**src/rtl/tpg_div_pkg.sv**
```systemverilog
// Shared constants and types for the TPG signed/unsigned sequential divider.
package tpg_div_pkg;

  localparam int unsigned DIVIDEND_W = 24;
  localparam int unsigned DIVISOR_W  = 8;
  localparam int unsigned QUOT_W     = 16;
  localparam int unsigned STEPS      = 24;
  localparam int unsigned CNT_W      = $clog2(STEPS);

  localparam logic [QUOT_W-1:0] QUOT_MAX = 16'hFFFF;

  typedef enum logic [1:0] {
    IDLE = 2'd0,
    CALC = 2'd1,
    FIX  = 2'd2,
    DONE = 2'd3
  } state_t;

endpackage

```
**src/rtl/tpg_div_step.sv**
```systemverilog
// One combinational radix-2 restoring division step.
//   i_rem  : partial remainder before the step (always < |divisor|)
//   i_bit  : next dividend bit, MSB first
//   i_dsr  : |divisor| (128 representable)
//   o_rem  : partial remainder after the step
//   o_qbit : quotient bit produced by this step
module tpg_div_step
  import tpg_div_pkg::*;
#(
  parameter int unsigned DW = DIVISOR_W
) (
  input  logic [DW-1:0] i_rem,
  input  logic          i_bit,
  input  logic [DW-1:0] i_dsr,
  output logic [DW-1:0] o_rem,
  output logic          o_qbit
);

  logic [DW:0]   w_shift;
  logic [DW+1:0] w_diff;

  // Shifted remainder needs DW+1 bits; the extra MSB of the difference is the borrow.
  always_comb begin
    w_shift = {i_rem, i_bit};
    w_diff  = {1'b0, w_shift} - {2'b00, i_dsr};
    o_qbit  = ~w_diff[DW+1];
    o_rem   = DW'(o_qbit ? w_diff : {1'b0, w_shift});
  end

endmodule

```
**src/rtl/tpg_div_24s_8s_16u.sv**
```systemverilog
// Iterative divider: signed dividend / signed divisor -> saturating unsigned
// quotient plus remainder carrying the dividend's sign. One restoring step per
// ce cycle, valid/ready on both sides.
//   clk, reset_n           : clock, async active-low reset
//   ce                     : clock enable, everything holds when low
//   in_valid / in_ready    : operand handshake (ready only in IDLE)
//   dividend, divisor      : signed operands
//   out_valid / out_ready  : result handshake
//   quotient, remainder    : result, held until the next fix-up
//   ovf, dz                : quotient clamped / divisor was zero
module tpg_div_24s_8s_16u #(
  parameter int unsigned DIVIDEND_W = tpg_div_pkg::DIVIDEND_W,
  parameter int unsigned DIVISOR_W  = tpg_div_pkg::DIVISOR_W,
  parameter int unsigned QUOT_W     = tpg_div_pkg::QUOT_W
) (
  input  logic                  clk,
  input  logic                  reset_n,
  input  logic                  ce,
  input  logic                  in_valid,
  output logic                  in_ready,
  input  logic [DIVIDEND_W-1:0] dividend,
  input  logic [DIVISOR_W-1:0]  divisor,
  output logic                  out_valid,
  input  logic                  out_ready,
  output logic [QUOT_W-1:0]     quotient,
  output logic [DIVISOR_W-1:0]  remainder,
  output logic                  ovf,
  output logic                  dz
);

  import tpg_div_pkg::*;

  state_t                  r_state;
  state_t                  w_state_nxt;
  logic [CNT_W-1:0]        r_cnt;
  logic [DIVIDEND_W-1:0]   r_dq;
  logic [DIVISOR_W-1:0]    r_rem;
  logic [DIVISOR_W-1:0]    r_dsr;
  logic                    r_qneg;
  logic                    r_dneg;
  logic                    r_dz;
  logic                    r_in_ready;
  logic                    r_out_valid;
  logic [QUOT_W-1:0]       r_quot;
  logic [DIVISOR_W-1:0]    r_rem_out;
  logic                    r_ovf;
  logic                    r_dz_out;

  logic                    w_load;
  logic                    w_step;
  logic                    w_fix;
  logic                    w_in_ready_nxt;
  logic                    w_out_valid_nxt;
  logic [DIVIDEND_W:0]     w_dvd_ext;
  logic [DIVIDEND_W:0]     w_dvd_abs;
  logic [DIVISOR_W-1:0]    w_dsr_abs;
  logic [DIVISOR_W-1:0]    w_step_rem;
  logic                    w_step_q;
  logic                    w_big;
  logic [QUOT_W-1:0]       w_quot_f;
  logic [DIVISOR_W-1:0]    w_rem_f;
  logic                    w_ovf_f;

  // State register
  always_ff @(posedge clk or negedge reset_n) begin
    if (!reset_n) begin
      r_state <= IDLE;
    end else if (ce) begin
      r_state <= w_state_nxt;
    end
  end

  // Next-state logic
  always_comb begin
    w_state_nxt = r_state;
    unique case (r_state)
      IDLE: if (in_valid) w_state_nxt = CALC;
      CALC: if (r_cnt == CNT_W'(STEPS - 1)) w_state_nxt = FIX;
      FIX:  w_state_nxt = DONE;
      DONE: if (out_ready) w_state_nxt = IDLE;
      default: w_state_nxt = IDLE;
    endcase
  end

  // Output / control decode
  always_comb begin
    w_load          = 1'b0;
    w_step          = 1'b0;
    w_fix           = 1'b0;
    w_in_ready_nxt  = (w_state_nxt == IDLE);
    w_out_valid_nxt = (w_state_nxt == DONE);
    unique case (r_state)
      IDLE:    w_load = in_valid;
      CALC:    w_step = 1'b1;
      FIX:     w_fix  = 1'b1;
      default: ;
    endcase
  end

  // Operand magnitudes; one extra dividend bit keeps -2^(N-1) exact, -128 maps to 128.
  always_comb begin
    w_dvd_ext = {dividend[DIVIDEND_W-1], dividend};
    w_dvd_abs = dividend[DIVIDEND_W-1] ? (~w_dvd_ext + (DIVIDEND_W+1)'(1)) : w_dvd_ext;
    w_dsr_abs = divisor[DIVISOR_W-1] ? (~divisor + DIVISOR_W'(1)) : divisor;
  end

  tpg_div_step #(.DW(DIVISOR_W)) u_step (
    .i_rem  (r_rem),
    .i_bit  (r_dq[DIVIDEND_W-1]),
    .i_dsr  (r_dsr),
    .o_rem  (w_step_rem),
    .o_qbit (w_step_q)
  );

  // Sign fix-up and saturation; a zero-magnitude quotient is never negative.
  always_comb begin
    w_big    = |r_dq[DIVIDEND_W-1:QUOT_W];
    w_quot_f = r_dq[QUOT_W-1:0];
    w_rem_f  = r_dneg ? (~r_rem + DIVISOR_W'(1)) : r_rem;
    w_ovf_f  = 1'b0;
    if (r_dz) begin
      w_quot_f = QUOT_W'(QUOT_MAX);
      w_rem_f  = '0;
      w_ovf_f  = 1'b1;
    end else if (r_qneg && (|r_dq)) begin
      w_quot_f = '0;
      w_ovf_f  = 1'b1;
    end else if (w_big) begin
      w_quot_f = QUOT_W'(QUOT_MAX);
      w_ovf_f  = 1'b1;
    end
  end

  // Datapath: dividend shifts out MSB first while quotient bits shift in at the LSB.
  always_ff @(posedge clk or negedge reset_n) begin
    if (!reset_n) begin
      r_cnt       <= '0;
      r_dq        <= '0;
      r_rem       <= '0;
      r_dsr       <= '0;
      r_qneg      <= 1'b0;
      r_dneg      <= 1'b0;
      r_dz        <= 1'b0;
      r_in_ready  <= 1'b1;
      r_out_valid <= 1'b0;
      r_quot      <= '0;
      r_rem_out   <= '0;
      r_ovf       <= 1'b0;
      r_dz_out    <= 1'b0;
    end else if (ce) begin
      r_in_ready  <= w_in_ready_nxt;
      r_out_valid <= w_out_valid_nxt;
      if (w_load) begin
        r_cnt  <= '0;
        r_rem  <= '0;
        r_dq   <= DIVIDEND_W'(w_dvd_abs);
        r_dsr  <= w_dsr_abs;
        r_qneg <= dividend[DIVIDEND_W-1] ^ divisor[DIVISOR_W-1];
        r_dneg <= dividend[DIVIDEND_W-1];
        r_dz   <= (divisor == '0);
      end else if (w_step) begin
        r_cnt <= r_cnt + CNT_W'(1);
        r_rem <= w_step_rem;
        r_dq  <= {r_dq[DIVIDEND_W-2:0], w_step_q};
      end
      if (w_fix) begin
        r_quot    <= w_quot_f;
        r_rem_out <= w_rem_f;
        r_ovf     <= w_ovf_f;
        r_dz_out  <= r_dz;
      end
    end
  end

  assign in_ready  = r_in_ready;
  assign out_valid = r_out_valid;
  assign quotient  = r_quot;
  assign remainder = r_rem_out;
  assign ovf       = r_ovf;
  assign dz        = r_dz_out;

endmodule

```
**config.mk**
```make
export PLATFORM = sky130hd
export DESIGN_NAME = tpg_div_24s_8s_16u
export DESIGN_NICKNAME = d
export VERILOG_FILES = /design/src/rtl/tpg_div_pkg.sv /design/src/rtl/tpg_div_step.sv /design/src/rtl/tpg_div_24s_8s_16u.sv
export SDC_FILE = /design/constraint.sdc
export NUM_CORES = 1
export LEC_CHECK = 0
export CAP_MARGIN = 20
export CELL_PAD_IN_SITES_DETAIL_PLACEMENT = 0
export CELL_PAD_IN_SITES_GLOBAL_PLACEMENT = 2
export CORE_ASPECT_RATIO = 2
export CORE_UTILIZATION = 35
export CTS_BUF_LIST = sky130_fd_sc_hd__clkbuf_4 sky130_fd_sc_hd__clkbuf_8
export DETAILED_ROUTE_END_ITERATION = 12
export HOLD_SLACK_MARGIN = 0.12
export PLACE_DENSITY = 0.93
export SLEW_MARGIN = 5
export SYNTH_ARGS = -nofsm -noshare
export SYNTH_HDL_FRONTEND = slang
export SYNTH_HIERARCHICAL = 1
export SYNTH_SLANG_ARGS = --single-unit
```
**constraint.sdc**
```tcl
create_clock -name clk -period 2.44 [get_ports clk]
set_clock_uncertainty 0.2 [all_clocks]
set_input_delay 0.732 -clock clk [delete_from_list [all_inputs] [get_ports clk]]
set_output_delay 0.732 -clock clk [all_outputs]
set_load 0.1 [all_outputs]
```
==> metrics.md <==
| Metric | Value |
|---|---|
| Status | finished clean |
| Area Overhead vs Synth | 40.6% |
| Met1 Resource Use GR | 0.189 |
| Endpoints failing hold | 0 |
| Gr usage total | 0.185 |
| CP Data Required Time | 2480 ps |
| Final non-filler cell area | 0.00646 mm² |
| Post-route ant nets | 0 |
| Fin crit period | 2380 ps |
| Mapped Cells | 504 |
| Nets | 670 |
| First-pass GRT wire length | 20000 µm |
| Via count | 4087 |
| Port bufs | 64 |
| Crit path max fanout | 3 |
| Buf/Inv on CP | 1 |
| Post-route DRC | 0 |
| Post-Place Setup Slack | -598 ps |
| Hpwl dp | 9620 µm |
| Met3 usage | 0.0296 |
| Slew HR | 0.677 |
| DRT iter0 DRCs | 189 |
| Final setup viols | 0 |
| Drt total wl | 12100 µm |
| H-tree depth | 3 |
| Post-synth EDFFs | 0 |
| Slowest CP cell | dfrtp_1 |
| Peak supply drop | 0.000500 V |
| Pre-antenna DRT Iters | 4 |
| Cell repeated most along the worst path | nand2_1 |
| Critical Path End Type | flip-flop |
| GP Congestion | 0.865 |
| Routed wire length per instance | 15.6 µm |
| Avg Inst Size Synth | 9.11 µm² |
| Clk sink count | 78 |
| Predominant post-synthesis flop cell | dfrtp_1 |
| Die Wd | 83.0 µm |
| Count leader, synth | dfrtp_1 |
| Worst path arrival time | 2420 ps |
| GR Overflow Total | 0 |
| Synth Cell Area | 0.00459 mm² |
| # IOs | 65 |
| CTS tree | done |
| Commonest cells in the netlist | 77 x dfrtp_1, 73 x nand2_1, 46 x o21ai_0 |
| Initial antenna violation count | 0 |
| Core area | 0.0127 mm² |
| TritonCTS Buffers | 9 |
| M2 GR Usage | 0.361 |
| Pwr Total | 5.86 mW |
| Post-synth top area cell | dfrtp_1 |
| Cell Rows | 58 |
| Critical path class | reg2reg |
| Lkg Pwr | 2.88 nW |
| Clock-pin transition on the worst setup and hold timing paths | 80 ps |
| Diodes inserted | 0 |
| Max cap viols | 0 |
| Final Util | 0.509 |
| Final worst-path setup slack | 60.8 ps |
| HP Class | reg2reg |
| Fmax | 0.420 GHz |
| Register bit total from synthesis | 78 |
| Power per cell area | 908 mW/mm² |
| Largest net degree at the start of global routing | 32 |
| Top delay family on crit path | adder cells |
| Share of layout cells above drive strength 1 | 0.240 |
| CP max stage delay | 380 ps |
| Startpoint types | flip-flop |
| CTS root buffer | clkbuf_8 |
| RSZ-0062 raised after global routing | true |
| Hold slack | 279 ps |
| Global route hottest layer | met2 |
| Synthesized Nets | 554 |
| Netlist cell types | 64 |
| Leading post-synthesis cells by cell area | dfrtp_1 42%, nand2_1 6.0%, o21ai_0 5.0% |
| Critical path, cell by cell | inv_1 -> ha_1 -> fa_2 -> nor2b_2 -> o31a_1 -> mux2i_1 -> nand2_1 -> mux2_4 -> nand2_1 -> o21ai_0 |
| Clock Path Buffers | 2 |
| Worst-Margin Slew | 480 ps |
| Die H | 164 µm |
| Initial core utilization | 0.362 |
| Number of global-route vias before repair | 4107 |
| Vias per inst | 5.27 |
| Worst-Skew Late Latency | 360 ps |
| Synth warn | 6 |
| Top cell type's share of synthesized area | 0.420 |
| Seq/Total Area, Yosys | 0.425 |
| Final period utilization | 0.975 |
| Placed Area | 0.00614 mm² |
| Final Slew Violations | 0 |
| Die area | 0.0136 mm² |
| Fraction of registers with async set/reset | 1.00 |
-- flip-flops by register name (all words and copies together) (netlist names) --
signal     cells
r_dq          24
quotient      16
r_dsr          8
r_rem          8
remainder      8
r_cnt          5
r_state        2
dz             1
in_ready       1
out_valid      1
ovf            1
r_dneg         1
r_dz           1
r_qneg         1
-- worst paths after layout --
path	start	end	slack, ps	depth (start not counted)
max	r_dq[23]$_DFFE_PN0P_	r_rem[6]$_DFFE_PN0P_	60	10
min	r_dsr[5]$_DFFE_PN0P_	r_dsr[5]$_DFFE_PN0P_	280	2
max reg2reg	r_dq[23]$_DFFE_PN0P_	r_rem[6]$_DFFE_PN0P_	60	10
min reg2reg	r_dsr[5]$_DFFE_PN0P_	r_dsr[5]$_DFFE_PN0P_	280	2
max in group asynchronous	reset_n	r_cnt[1]$_DFFE_PN0P_	860	3
min in group asynchronous	reset_n	r_dq[7]$_DFFE_PN0P_	660	2
-- layout by cell type, fill, tap and decap left out, drive strengths merged, types with 6 or more instances in the layout --
master and count:
a21oi 14, a22oi 15, buf 99, clkbuf 9
clkdlybuf4s50 26, dfrtp 77, dlygate4sd2 8, ha 12
inv 23, mux2 7, mux2i 11, nand2 73
nor2 38, nor2b 12, nor3 7, nor4 11
o211ai 6, o21ai 53, o31ai 15, xnor2 8
xor2 25
-- logic make-up (layout without fill, tap and decap cells) --
logic type / Yosys count / count (layout) / synth area share
and+or+nand+nor: 175 / 175 / 0.186
AOI/OAI and AO/OA: 135 / 135 / 0.199
DFF: 78 / 78 / 0.425
xor gates and xnor gates: 33 / 33 / 0.0629
buffers and inverters: 52 / 173 / 0.0449
muxes: 18 / 18 / 0.0452
adders and majority gates: 13 / 13 / 0.0370
-- metrics by stage --
| step | cells | setup TNS [ps] |
|---|---|---|
| floorplan | 504 | -65.7 |
| global placement | 754 | -8410 |
| detailed placement | 754 | -10630 |
| CTS | 773 | 0 |
| global route | 775 | -62.2 |
| finish | 775 | 0 |
-- cell type report --
| cell class | count | area, µm² |
|---|---|---|
| clock buffers | 9 | 124 |
| flip-flops and latches | 78 | 1950 |
| inverters | 22 | 82.6 |
| repair buffers | 135 | 1520 |
| fillers | 1176 | 6240 |
| well taps | 150 | 188 |
| clock inverters | 7 | 73.8 |
| multi-input cells | 374 | 2520 |
-- repair_timing --
| action | in CTS | in global routing |
|---|---|---|
| gates resized for setup | 21 | 4 |
| setup endpoints to repair | 14 | 11 |
| buffers inserted | 2 | 2 |
| hold buffers | 1 | 0 |
| endpoints found under the hold margin | 5 | 0 |
| cloned | 0 | 0 |
| pin swaps | 6 | 5 |
-- power by group --
part | internal (mW) | total [mW] | switching (mW)
logic | 1.41 | 2.85 | 1.44
clock network | 0.473 | 0.964 | 0.491
registers | 1.65 | 2.05 | 0.396
-- layer usage --
metal,vias up,part of all wire
met1,1959,0.37
met2,83,0.57
met5,-,0
met3,19,0.026
li1,2026,-
met4,0,0.029
-- tightest hold or removal path, cell delays in order (launching register included) --
cell and delay [ps]:
dfrtp_1 340, nand2_1 50, o21ai_0 60
No activity file was read; power rests on OpenSTA's default activity.
